==> src/rtl/cdb_arbiter.sv <==
// Common data bus arbiter.
// Round-robin selection among functional-unit results feeding a single
// registered broadcast stage. The stage supports consumer backpressure and a
// mispredict flush, and it counts every broadcast the consumer takes.
module cdb_arbiter #(
   parameter int NUM_REQ    = 4,
   parameter int DATA_WIDTH = 32,
   parameter int TAG_WIDTH  = 4,
   localparam int PTR_W     = (NUM_REQ > 1) ? $clog2(NUM_REQ) : 1
) (
   input  logic                            clk_100mhz,
   input  logic                            rst_in,
   input  logic [NUM_REQ-1:0]              req_valid_in,
   input  logic [NUM_REQ*DATA_WIDTH-1:0]   req_data_in,
   input  logic [NUM_REQ*TAG_WIDTH-1:0]    req_tag_in,
   output logic [NUM_REQ-1:0]              req_ready_out,
   input  logic                            cdb_ready_in,
   input  logic                            flush_in,
   output logic                            cdb_valid_out,
   output logic [DATA_WIDTH-1:0]           cdb_data_out,
   output logic [TAG_WIDTH-1:0]            cdb_tag_out,
   output logic [PTR_W-1:0]                cdb_src_out,
   output logic [31:0]                     cdb_count_out
);

   // One extra bit so pointer arithmetic can hold values up to 2*NUM_REQ-2
   // before the explicit modulo fold.
   localparam int W1 = PTR_W + 1;

   logic                   r_valid;
   logic [DATA_WIDTH-1:0]  r_data;
   logic [TAG_WIDTH-1:0]   r_tag;
   logic [PTR_W-1:0]       r_src;
   logic [31:0]            r_count;
   logic [PTR_W-1:0]       r_ptr;

   logic                   w_can_load;
   logic                   w_grant_en;
   logic                   w_consume;
   logic [NUM_REQ-1:0]     w_rot;
   logic                   w_found;
   logic [PTR_W-1:0]       w_off;
   logic [W1-1:0]          w_sum;
   logic [PTR_W-1:0]       w_gidx;
   logic [W1-1:0]          w_inc;
   logic [PTR_W-1:0]       w_ptr_nxt;
   logic [NUM_REQ-1:0]     w_grant;
   logic [DATA_WIDTH-1:0]  w_sel_data;
   logic [TAG_WIDTH-1:0]   w_sel_tag;

   assign w_can_load = !r_valid || cdb_ready_in;
   assign w_grant_en = w_can_load && !flush_in && !rst_in;
   assign w_consume  = r_valid && cdb_ready_in;

   // Rotate requests so bit k is unit (ptr+k) mod NUM_REQ; ptr is always
   // below NUM_REQ, so the doubled vector covers every wrap position.
   assign w_rot = NUM_REQ'({req_valid_in, req_valid_in} >> r_ptr);

   // Find the lowest rotated offset with a pending request.
   always_comb begin
      w_found = 1'b0;
      w_off   = '0;
      for (int k = NUM_REQ - 1; k >= 0; k--) begin
         if (w_rot[k]) begin
            w_found = w_grant_en;
            w_off   = PTR_W'(k);
         end
      end
   end

   // Map the rotated offset back to a unit index and compute the next
   // pointer, both folded modulo NUM_REQ without a divider.
   always_comb begin
      w_sum  = {1'b0, r_ptr} + {1'b0, w_off};
      w_gidx = (w_sum >= W1'(NUM_REQ)) ? PTR_W'(w_sum - W1'(NUM_REQ))
                                       : w_sum[PTR_W-1:0];
      w_inc  = {1'b0, w_gidx} + W1'(1);
      w_ptr_nxt = (w_inc >= W1'(NUM_REQ)) ? '0 : w_inc[PTR_W-1:0];
   end

   // One-hot grant vector and the matching result/tag multiplexer.
   always_comb begin
      w_grant    = '0;
      w_sel_data = '0;
      w_sel_tag  = '0;
      for (int i = 0; i < NUM_REQ; i++) begin
         if (w_found && (w_gidx == PTR_W'(i))) begin
            w_grant[i] = 1'b1;
            w_sel_data = req_data_in[i*DATA_WIDTH +: DATA_WIDTH];
            w_sel_tag  = req_tag_in[i*TAG_WIDTH +: TAG_WIDTH];
         end
      end
   end

   assign req_ready_out = w_grant;

   // Broadcast stage: load on grant, drop on flush or unreplaced consume,
   // otherwise hold. Data/tag/src keep their last values when valid drops.
   always_ff @(posedge clk_100mhz) begin
      if (rst_in) begin
         r_valid <= 1'b0;
         r_data  <= '0;
         r_tag   <= '0;
         r_src   <= '0;
         r_ptr   <= '0;
      end else if (w_found) begin
         r_valid <= 1'b1;
         r_data  <= w_sel_data;
         r_tag   <= w_sel_tag;
         r_src   <= w_gidx;
         r_ptr   <= w_ptr_nxt;
      end else if (flush_in || w_consume) begin
         r_valid <= 1'b0;
      end
   end

   // Count broadcasts actually taken; a flushed broadcast does not count.
   always_ff @(posedge clk_100mhz) begin
      if (rst_in) begin
         r_count <= '0;
      end else if (w_consume && !flush_in) begin
         r_count <= r_count + 32'd1;
      end
   end

   assign cdb_valid_out = r_valid;
   assign cdb_data_out  = r_data;
   assign cdb_tag_out   = r_tag;
   assign cdb_src_out   = r_src;
   assign cdb_count_out = r_count;

endmodule

==> config.mk <==
export PLATFORM = sky130hd
export DESIGN_NAME = cdb_arbiter
export DESIGN_NICKNAME = d
export VERILOG_FILES = /design/src/rtl/cdb_arbiter.sv
export SDC_FILE = /design/constraint.sdc
export NUM_CORES = 1
export LEC_CHECK = 0
export BUFFER_PORTS_ARGS = -buffer_cell sky130_fd_sc_hd__buf_2
export CORE_MARGIN = 2
export CORE_UTILIZATION = 48
export DETAILED_ROUTE_END_ITERATION = 12
export PLACE_DENSITY = 0.95
export SYNTH_ARGS = -nofsm -noshare
export SYNTH_HDL_FRONTEND = slang
export SYNTH_SLANG_ARGS = --single-unit
export TNS_END_PERCENT = 50
==> constraint.sdc <==
create_clock -name clk_100mhz -period 9.4 [get_ports clk_100mhz]
set_input_delay 0.94 -clock clk_100mhz [delete_from_list [all_inputs] [get_ports clk_100mhz]]
set_output_delay 0.94 -clock clk_100mhz [all_outputs]
set_load 0.005 [all_outputs]
* Word level (Yosys, flattened, before mapping)
Cells that the tools add are included. W data, S select, Z words.
Word-level totals: bits in registers 73, input bits 152
Operators by class: add/subtract/negate cells 4, order comparisons 2, equality and inequality tests 3, shifts and indexed selects 1, muxes and demuxes 24, reduce and logical (&&, ||, !) cells 15
Operator list (count):
- $mux W32 | 4
- $add A32 B1 Y32 const B | 1
- $mux W4 | 4
- $mux W2 | 6
- $mux W1 | 10
- $logic_and A1 B1 Y1 | 8
- $shr A8 B2 Y4 | 1
- $ge A3 B3 Y1 const B | 2
- $eq A2 B2 Y1 const B | 2
- $add A2 B1 Y3 const B | 1
- $add A2 B2 Y3 | 1
- $logic_not A1 Y1 | 3
- $eq A2 B1 Y1 const B | 1
- $logic_not A2 Y1 | 1
- $logic_or A1 B1 Y1 | 2
- $reduce_bool A2 Y1 | 1
- $sub A2 B1 Y2 const B | 1

* Logic depth before layout (Yosys ltp)
Gate-level depths: netlist of run 1.
word-level depth 14, mapped depth 16, mapped depth without buffers 13

* Worst setup path after synthesis of run 1
OpenSTA, ideal clock, no wires.
path kind input-to-output, start input req_valid_in[0], end output req_ready_out[2], arrival 3.465 ns, data required time 8.460 ns, setup slack 4.995 ns, stages 13, path through buf_4 -> nor2_1 -> a221oi_1 -> a31oi_1 -> a211o_1 -> ha_1 -> xor2_1 -> xnor2_1 -> ha_1 -> clkbuf_1 -> clkbuf_1 -> clkbuf_1 -> and2_1
Between the ends: longest elaborated chain between the ends 11, elaborated cells between the ends (all ways) 16, classes of those cells add/sub: 2; order compare: 1; eq/ne: 1; shift: 1; mux: 10; reduce/logical: 1
Ends and longest elaborated chain:
- start: declaration | RTL line 13 | input logic [NUM_REQ-1:0] req_valid_in,
- $shr A8 B2 Y4 * | RTL line 57 | assign w_rot = NUM_REQ'({req_valid_in, req_valid_in} >> r_ptr);
- $mux W2 (3 in a row) | RTL line 64 | if (w_rot[k]) begin
- $mux W2 * | RTL line 64
- $add A2 B2 Y3 * | RTL line 74 | w_sum = {1'b0, r_ptr} + {1'b0, w_off};
- $ge A3 B3 Y1 / $sub A2 B1 Y2 (equally long branches) | RTL line 75 | w_gidx = (w_sum >= W1'(NUM_REQ)) ? PTR_W'(w_sum - W1'(NUM_REQ))
- $mux W2 * | RTL line 75
- named net w_gidx[1] | RTL line 44 | logic [PTR_W-1:0] w_gidx;
- $eq A2 B2 Y1 * | RTL line 87 | if (w_found && (w_gidx == PTR_W'(i))) begin
- $logic_and A1 B1 Y1 * | RTL line 87
- $mux W1 * | RTL line 87
- end: declaration | RTL line 16 | output logic [NUM_REQ-1:0] req_ready_out,
Mark *: on every way through the listed nets, which the timed path passes. The rest lies on a longest branch.

* Worst setup path in the final report of run 1
start input req_valid_in[1], end output req_ready_out[3]
Same word-level chain as after synthesis.

==> results of run 1 <==
state kept, by name, indices dropped and copies added, names as in the netlist:
| register | cells |
|---|---|
| cdb_valid_out | 1 |
| cdb_src_out | 2 |
| cdb_count_out | 32 |
| r_ptr | 2 |
| cdb_data_out | 32 |
| cdb_tag_out | 4 |
power by group:
part,internal [mW],switching (mW),total (mW)
sequential,0.334,0.0164,0.351
clock,0.130,0.113,0.242
combinational,0.117,0.159,0.277
metal layers:
layer / GRT usage, % / vias up / share of wire (%)
met5: 0 / - / 0
met4: 15.1 / 0 / 4.0
met3: 5.83 / 50 / 8.3
met2: 46.8 / 275 / 49
met1: 33.3 / 2144 / 39
li1: - / 2197 / -
final timing paths:
| check | cells past startpoint | startpoint | endpoint | slack [ns] |
|---|---|---|---|---|
| setup reg to reg | 12 | r_ptr[0] | cdb_data_out[6] | 4.85 |
| setup / recovery | 11 | req_valid_in[1] | req_ready_out[3] | 4.21 |
| hold reg to reg | 2 | cdb_src_out[0] | cdb_src_out[0] | 0.49 |
| hold / removal | 2 | cdb_src_out[0] | cdb_src_out[0] | 0.49 |
cells in the mapped netlist, types with 2 or more instances:
cell type  number  area (um2)
dfxtp_1        73        1460
nor2_1         65         244
a22oi_1        40         300
clkbuf_1       32         120
nand2_1        28         105
a21oi_1        24         120
xnor2_1        24         210
o22ai_1        20         125
a211oi_1       17         128
a221oi_1       17         149
nor4_1         16         100
o21ai_0        16        80.1
nand3b_1       14         105
nor3_1         12        60.1
nand3_1        10        50.1
nand4_1         8        50.1
nor2b_1         8        50.1
xor2_1          8        70.1
and2_1          7        43.8
buf_1           6        22.5
ha_1            6        75.1
inv_1           5        18.8
and4_1          4        35.0
or3_1           4        25.0
buf_2           3        15.0
buf_4           2        15.0
metrics by stage:
step                hold slack, ns  power (mW)  instances
finish                       0.485       0.870        795
global route                 0.504       0.917        795
CTS                          0.492       0.868        793
detailed placement           0.480       0.627        777
global placement             0.454       0.615        777
floorplan                    0.453       0.530        487
area by class of cell:
cell class	count	area (um2)	area share, %
tap	105	131	2.51
clock inverter	3	40.0	0.764
sequential	73	1460	27.9
antenna	2	5.00	0.0954
clock buffer	13	149	2.84
inverter	5	18.8	0.358
timing repair buffer	229	1150	22.0
multi-input combinational	365	2280	43.6
kinds of logic after synthesis:
logic type               count (synthesis)
adder cells (fa/ha/maj)                  6
XOR/XNOR                                32
flip-flops                              73
buffers and inverters                   49
multiplexers                             1
AND/OR/NAND/NOR                        185
AO/OA/AOI/OAI                          141
worst register-to-register path, stage by stage (launching register included):
cell and delay [ns]:
dfxtp_1 0.41, nor2b_1 0.19, a221oi_1 0.28, a31oi_1 0.09
a211o_1 0.29, ha_1 0.19, xor2_1 0.32, xor2_1 0.16
ha_1 0.57, nor2b_2 0.97, nor3b_4 0.63, nand2_1 0.13
a211oi_1 0.25
cells in the final DEF, fill, tap and decap left out, types with 4 or more instances in the layout:
cell type,n
a211oi_1,17
buf_2,226
inv_1,5
nand3_1,10
a21oi_1,24
nor2_1,65
xor2_1,8
nor4_1,15
dfxtp_1,73
or3_1,4
a221oi_1,17
nor3_1,12
nand4_1,8
nor2b_1,7
o22ai_1,20
and4_1,4
and2_1,7
xnor2_1,24
ha_1,5
a22oi_1,40
nand3b_1,14
nand2_1,28
clkbuf_8,10
o21ai_0,16
==> flow_summary.yaml, run 1 <==
logic_synthesis:
  synth.cell_area_um2: 3940
  synthCells: 487
  ys_types: 44
  synth-compound-area-share_pct: 24.3
  syn_avg_cell_area_um2: 8.09
  synth_nets: 645
  synth.mux.area_fraction_pct: 0.254
  synth_xor_area_share_pct: 7.12
  ys_async_sr_fraction_pct: 0
  synth_top_family_by_area: "compound AO/OA/AOI/OAI gates"
  ys_warn_count: 0
  synth_ff_type: "dfxtp_1"
  yosysSeqAreaShare_pct: 37.1
  synth_fa_ha_area_share_pct: 1.91
  synthSimpleGateAreaFrac_pct: 24.1
  yosys_register_bits: 73
  synth_enable_flop_cells: 0
grt:
  antenna_found_initial: 2
  grt_pass1_vias: 4249
  grt_pass1_wl_um: 19800
  grt_max_degree: 76
  grt_usage_pct: 27.9
  overflow: 0
critical_path:
  crit_fanout: 21
  crit_path_end_kind: "output port"
  critPathArrivalTime_ns: 4.25
  slowest_stage: "and2_1"
  critPathKind: "input pin to output port"
  critical_path.top_delay_family: "adder cells"
  cp_slowest_stage_delay_ns: 0.78
  cp.required_ns: 8.46
  critPathLaunchType: "input pin"
  cp_num_buf_inv: 2
  crit_chain: "buf_2, nor2b_1, a221oi_1, a31oi_1, a211o_1, ha_1, xor2_1, xnor2_1, ha_1, and2_1, buf_2"
placement:
  port_buffers: 226
  dp_slack_ns: 4.35
  post_dp_cell_area_um2: 5050
  place.gp.congestion: 0.813
  hpwlAfterDp_um: 9560
cts:
  cts-root-buf: "clkbuf_8"
  postCtsHoldBufs: 0
  clk_latency_ns: 0.34
  cts_buffer_depth: 2
  cts_resized: 0
  clkTransAtPathRegs_ns: 0.08
  numCtsBuffers: 9
  h-tree-depth: 3
  clock-sinks: 73
  cts_tree: "yes"
  post_cts_buffers: 0
sta:
  fin_crit_sh_pct: 55.2
  finalSetupViolCount: 0
  final.setup_skew_ns: 0.0103
  min_period_ns: 5.19
  fmax_mhz: 193
  fin_ws_ns: 4.21
  hold_violations: 0
  worst_pin_slew_ns: 1.30
  setup_tns_ns: 0
  slew_headroom_pct: 13.3
  maxSlewViolCount: 0
  rsz0062_at_grt: "no"
route:
  drt_iter0_drc: 348
  firstDrtPassIters: 5
  drc: 0
  wl_um: 13100
  final_antenna_net_count: 0
  dr_total_vias: 4666
  via_per_inst: 5.87
  routedWlPerCell_um: 16.5
hold_path:
  holdCritPathClass: "flip-flop to flip-flop"
floorplan:
  io-pin-count: 227
  die_w_um: 94.6
  die_y_um: 94.6
  coreArea_um2: 8090
  rows: 33
  dieArea_um2: 8940
  start_util_pct: 48.7
final_layout:
  nNetsFinal: 841
  fin_util_pct: 64.8
  drive_above_1_share_pct: 35.8
  syn2layout_area_growth_pct: 33.2
  finalInstanceArea_um2: 5240
  fillers: 698
power_and_ir_drop:
  p_leak_nw: 2.28
  power.density_nw_per_um2: 166
  peakVddDrop_mv: 0.0932
job:
  max_cap_violations: 0
outcome:
  outcome: "finished clean"
Note: power is estimated with default switching activity, not from simulation.
==> run 2: changes to the inputs <==
Settings changed: CORE_UTILIZATION 48 to 44, PLACE_DENSITY 0.95 to 0.91.
Clock period 9.4 ns to 5.4 ns, I/O delays scaled along.
==> flow_summary.yaml, run 2 (same netlist as run 1, synthesis figures left out) <==
grt:
  grt_pass1_wl_um: 20900
  grt_usage_pct: 26.2
  antenna_found_initial: 1
  grt_pass1_vias: 4406
  overflow: 0
  grt_max_degree: 48
final_layout:
  final_cells: 800
  seqCellArea_um2: 1460
  layout_commonest_cell: "buf_2"
  drive_above_1_share_pct: 36.6
  most-common-layout-cells: "226 x buf_2, 73 x dfxtp_1, 65 x nor2_1"
  finalInstanceArea_um2: 5310
  fillers: 764
  syn2layout_area_growth_pct: 34.9
  multi_input_comb_area_um2: 2280
  nNetsFinal: 845
  n_antenna_cell: 0
job:
  max_cap_violations: 0
critical_path:
  critPathArrivalTime_ns: 3.58
  cp.required_ns: 4.86
  critPathKind: "flip-flop to output port"
  critPathLaunchType: "flip-flop"
  slowest_stage: "buf_4"
  critical_path.top_delay_family: "compound AO/OA/AOI/OAI gates"
  crit_fanout: 47
  cp_slowest_stage_delay_ns: 0.46
  crit_chain: "nor2b_1, a221oi_1, a31oi_1, a211o_1, ha_1, xor2_1, xnor2_1, ha_2, buf_4, and2_1, buf_2"
  crit_path_end_kind: "output port"
  cp_num_buf_inv: 2
placement:
  hpwlAfterDp_um: 9860
  dp_slack_ns: 1.23
  dpl.cell_count: 784
  post_dp_cell_area_um2: 5080
  port_buffers: 226
  place.gp.congestion: 0.949
sta:
  hold_slack_ns: 0.433
  setup_tns_ns: 0
  hold_violations: 0
  rsz0062_at_grt: "no"
  fin_crit_sh_pct: 76.3
  maxSlewViolCount: 0
  fmax_mhz: 243
  final.setup_skew_ns: 0.0141
  min_period_ns: 4.12
  worst_pin_slew_ns: 1.32
  slew_headroom_pct: 12.0
  fin_ws_ns: 1.28
  finalSetupViolCount: 0
floorplan:
  die_y_um: 98.6
  die_w_um: 98.6
  start_util_pct: 45.2
  dieArea_um2: 9720
  rows: 34
  coreArea_um2: 8720
  io-pin-count: 227
cts:
  cts_buffer_depth: 2
  numCtsBuffers: 9
  post_cts_buffers: 0
  clkTransAtPathRegs_ns: 0.09
  clock-sinks: 73
  h-tree-depth: 3
  cts_resized: 0
  postCtsHoldBufs: 0
  clk_latency_ns: 0.35
  cts-root-buf: "clkbuf_8"
  cts_tree: "yes"
route:
  wl_um: 13100
  via_per_inst: 5.77
  drc: 0
  firstDrtPassIters: 5
  dr_total_vias: 4619
  final_antenna_net_count: 0
  drt_iter0_drc: 254
  routedWlPerCell_um: 16.4
outcome:
  outcome: "finished clean"
power_and_ir_drop:
  p_leak_nw: 2.32
  peakVddDrop_mv: 0.149
  power.density_nw_per_um2: 298
hold_path:
  holdCritPathClass: "input pin to flip-flop"
run 2: cell types whose count changed in the layout (fill, tap and decap cells not counted):
cell / before / now
clkbuf_8: 10 / 11
buf_4: 3 / 7
diode_2: 2 / 0
clkbuf_1: 3 / 0
bufinv_16: 1 / 2
clkinvlp_4: 0 / 1
run 2: where the power goes:
| part | internal, mW | switching [mW] | total [mW] |
|---|---|---|---|
| combinational | 0.210 | 0.268 | 0.477 |
| sequential | 0.582 | 0.0285 | 0.611 |
| clock | 0.284 | 0.209 | 0.493 |
run 2: through the flow:
stage | power [mW] | util [%]
after floorplan | 0.922 | -
after global placement | 1.08 | 58.3
after detailed placement | 1.09 | 58.3
after CTS | 1.58 | 60.9
after global routing | 1.67 | 60.9
final | 1.58 | 60.9
run 2: layout make-up:
class | instances | area share, %
inverters | 5 | 0.353
flip-flops and latches | 73 | 27.5
well taps | 108 | 2.54
clock inverters | 5 | 1.46
repair buffers | 233 | 22.3
multi-input cells | 365 | 43.0
clock buffers | 11 | 2.85
run 2: worst reg2reg max path, delay by kind of cell, from the launching register on:
kind	cells	cell delay, ns
AOI/OAI and AO/OA	4	0.93
xor gates and xnor gates	2	0.51
adders and majority gates	2	0.40
buffers and inverters	2	0.52
DFF	1	0.41
and+or+nand+nor	4	1.22
run 2: per-layer routing:
layer	GRT usage [%]	share of wire (%)	vias up	routed length (um)
li1	-	-	2202	-
met1	31.4	38	2099	4940
met2	44.3	50	272	6520
met3	5.11	8.7	46	1140
met4	14.0	4.1	0	538
met5	0	0	-	0
run 2: path summary, 6_finish.rpt:
path              startpoint                to  slack, ns  cells past startpoint
min          req_data_in[11]  cdb_data_out[11]       0.43                      3
min reg2reg   cdb_src_out[0]    cdb_src_out[0]       0.47                      2
max                 r_ptr[0]  req_ready_out[2]       1.28                     11
max reg2reg         r_ptr[0]  cdb_data_out[26]       1.31                     14
==> run 3: changes to the inputs <==
Clock period 5.4 ns to 4.1 ns, I/O delays scaled along.
==> flow_summary.yaml, run 3 (same netlist as run 1, synthesis figures left out) <==
sta:
  setup_tns_ns: 0
  slew_headroom_pct: 41.7
  maxSlewViolCount: 0
  fin_crit_sh_pct: 91.4
  fmax_mhz: 267
  min_period_ns: 3.75
  final.setup_skew_ns: 0.0105
  finalSetupViolCount: 0
  hold_violations: 0
  rsz0062_at_grt: "no"
  worst_pin_slew_ns: 0.867
cts:
  numCtsBuffers: 9
  post_cts_buffers: 0
  clk_latency_ns: 0.34
  clkTransAtPathRegs_ns: 0.08
  cts-root-buf: "clkbuf_8"
  postCtsHoldBufs: 0
  cts_buffer_depth: 2
  cts_tree: "yes"
  clock-sinks: 73
  cts_resized: 0
  h-tree-depth: 3
route:
  routedWlPerCell_um: 16.8
  drt_iter0_drc: 244
  firstDrtPassIters: 5
  final_antenna_net_count: 0
  wl_um: 13500
  drc: 0
  via_per_inst: 5.82
  dr_total_vias: 4688
final_layout:
  layout_commonest_cell: "buf_2"
  most-common-layout-cells: "226 x buf_2, 73 x dfxtp_1, 65 x nor2_1"
  finalInstanceArea_um2: 5360
  drive_above_1_share_pct: 36.8
  nNetsFinal: 849
  syn2layout_area_growth_pct: 36.1
critical_path:
  critPathArrivalTime_ns: 3.34
  cp.required_ns: 3.69
  critPathLaunchType: "flip-flop"
  reg2reg_to: "cdb_data_out[15]"
  r2r_cells: 12
  crit_fanout: 30
  critPathKind: "flip-flop to output port"
  r2r_slack_ns: 0.62
  cp-startpoint: "r_ptr[0]"
  cp-endpoint: "req_ready_out[2]"
  crit_path_end_kind: "output port"
  r2r-start: "r_ptr[0]"
floorplan:
  coreArea_um2: 8720
  start_util_pct: 45.2
  io-pin-count: 227
  die_w_um: 98.6
  die_y_um: 98.6
  dieArea_um2: 9720
  rows: 34
grt:
  overflow: 0
  antenna_found_initial: 3
  grt_pass1_wl_um: 21500
  grt_usage_pct: 27.0
  grt_max_degree: 41
  grt_pass1_vias: 4465
placement:
  post_dp_cell_area_um2: 5110
  port_buffers: 226
  hpwlAfterDp_um: 10000
  place.gp.congestion: 0.939
hold_path:
  hold_path_startpoint: "req_data_in[4]"
  holdCritPathClass: "input pin to flip-flop"
outcome:
  outcome: "finished clean"
power_and_ir_drop:
  peakVddDrop_mv: 0.252
  power.density_nw_per_um2: 398
  p_leak_nw: 2.35
job:
  max_cap_violations: 0
-- run 3: cell count changes in the layout (fill, tap and decap cells not counted) --
cell,before,now
diode_2,0,2
clkbuf_8,11,10
clkinv_4,0,1
bufinv_16,2,3
buf_4,7,11
clkinvlp_4,1,0
clkinv_2,2,1
-- run 3: worst min-delay path by stage --
stage                       end  slack (ns)  depth (start not counted)
6_report        cdb_data_out[4]        0.31                          3
5_1_grt         cdb_data_out[2]        0.30                          3
4_1_cts         cdb_data_out[4]        0.29                          3
3_5_place_dp   cdb_data_out[28]        0.48                          2
3_3_place_gp     cdb_src_out[0]        0.45                          2
2_1_floorplan    cdb_src_out[0]        0.45                          2
-- run 3: cell type report --
cell class              instances  area (um2)
fillers                       760        3360
repair buffers                237        1210
diodes                          2        5.00
inverters                       5        18.8
clock inverters                 5         104
flip-flops and latches         73        1460
multi-input cells             365        2280
clock buffers                  10         138
well taps                     108         135
-- run 3: critical path, cell delays in order, from the launching register on --
cell and delay [ns]:
dfxtp_1 0.40, nor2b_1 0.19, a221oi_1 0.29, a31oi_1 0.07
a211o_1 0.29, ha_1 0.19, xor2_1 0.35, xnor2_1 0.22
ha_2 0.64, and2_1 0.24, buf_2 0.12
-- run 3: per-layer routing --
metal / track usage [%] / wire length (um)
met1: 32.6 / 5190
met2: 44.9 / 6720
met3: 7.02 / 1070
met4: 13.0 / 512
met5: 0 / 0
-- run 3: power by group --
| group | internal [mW] | switching [mW] | leakage [nW] |
|---|---|---|---|
| clock | 0.418 | 0.263 | 0.122 |
| combinational | 0.286 | 0.365 | 1.63 |
| sequential | 0.766 | 0.0370 | 0.594 |
-- run 3: through the flow --
stage	total power, mW	hold WS (ns)	utilization (%)	setup slack (ns)	std cells
6_report	2.13	0.309	61.5	0.354	805
3_5_place_dp	1.46	0.485	58.6	0.616	788
5_1_grt	2.26	0.300	61.5	0.0843	805
2_1_floorplan	1.21	0.453	-	0.673	487
4_1_cts	2.14	0.290	61.4	0.373	803
3_3_place_gp	1.43	0.454	58.6	0.792	788
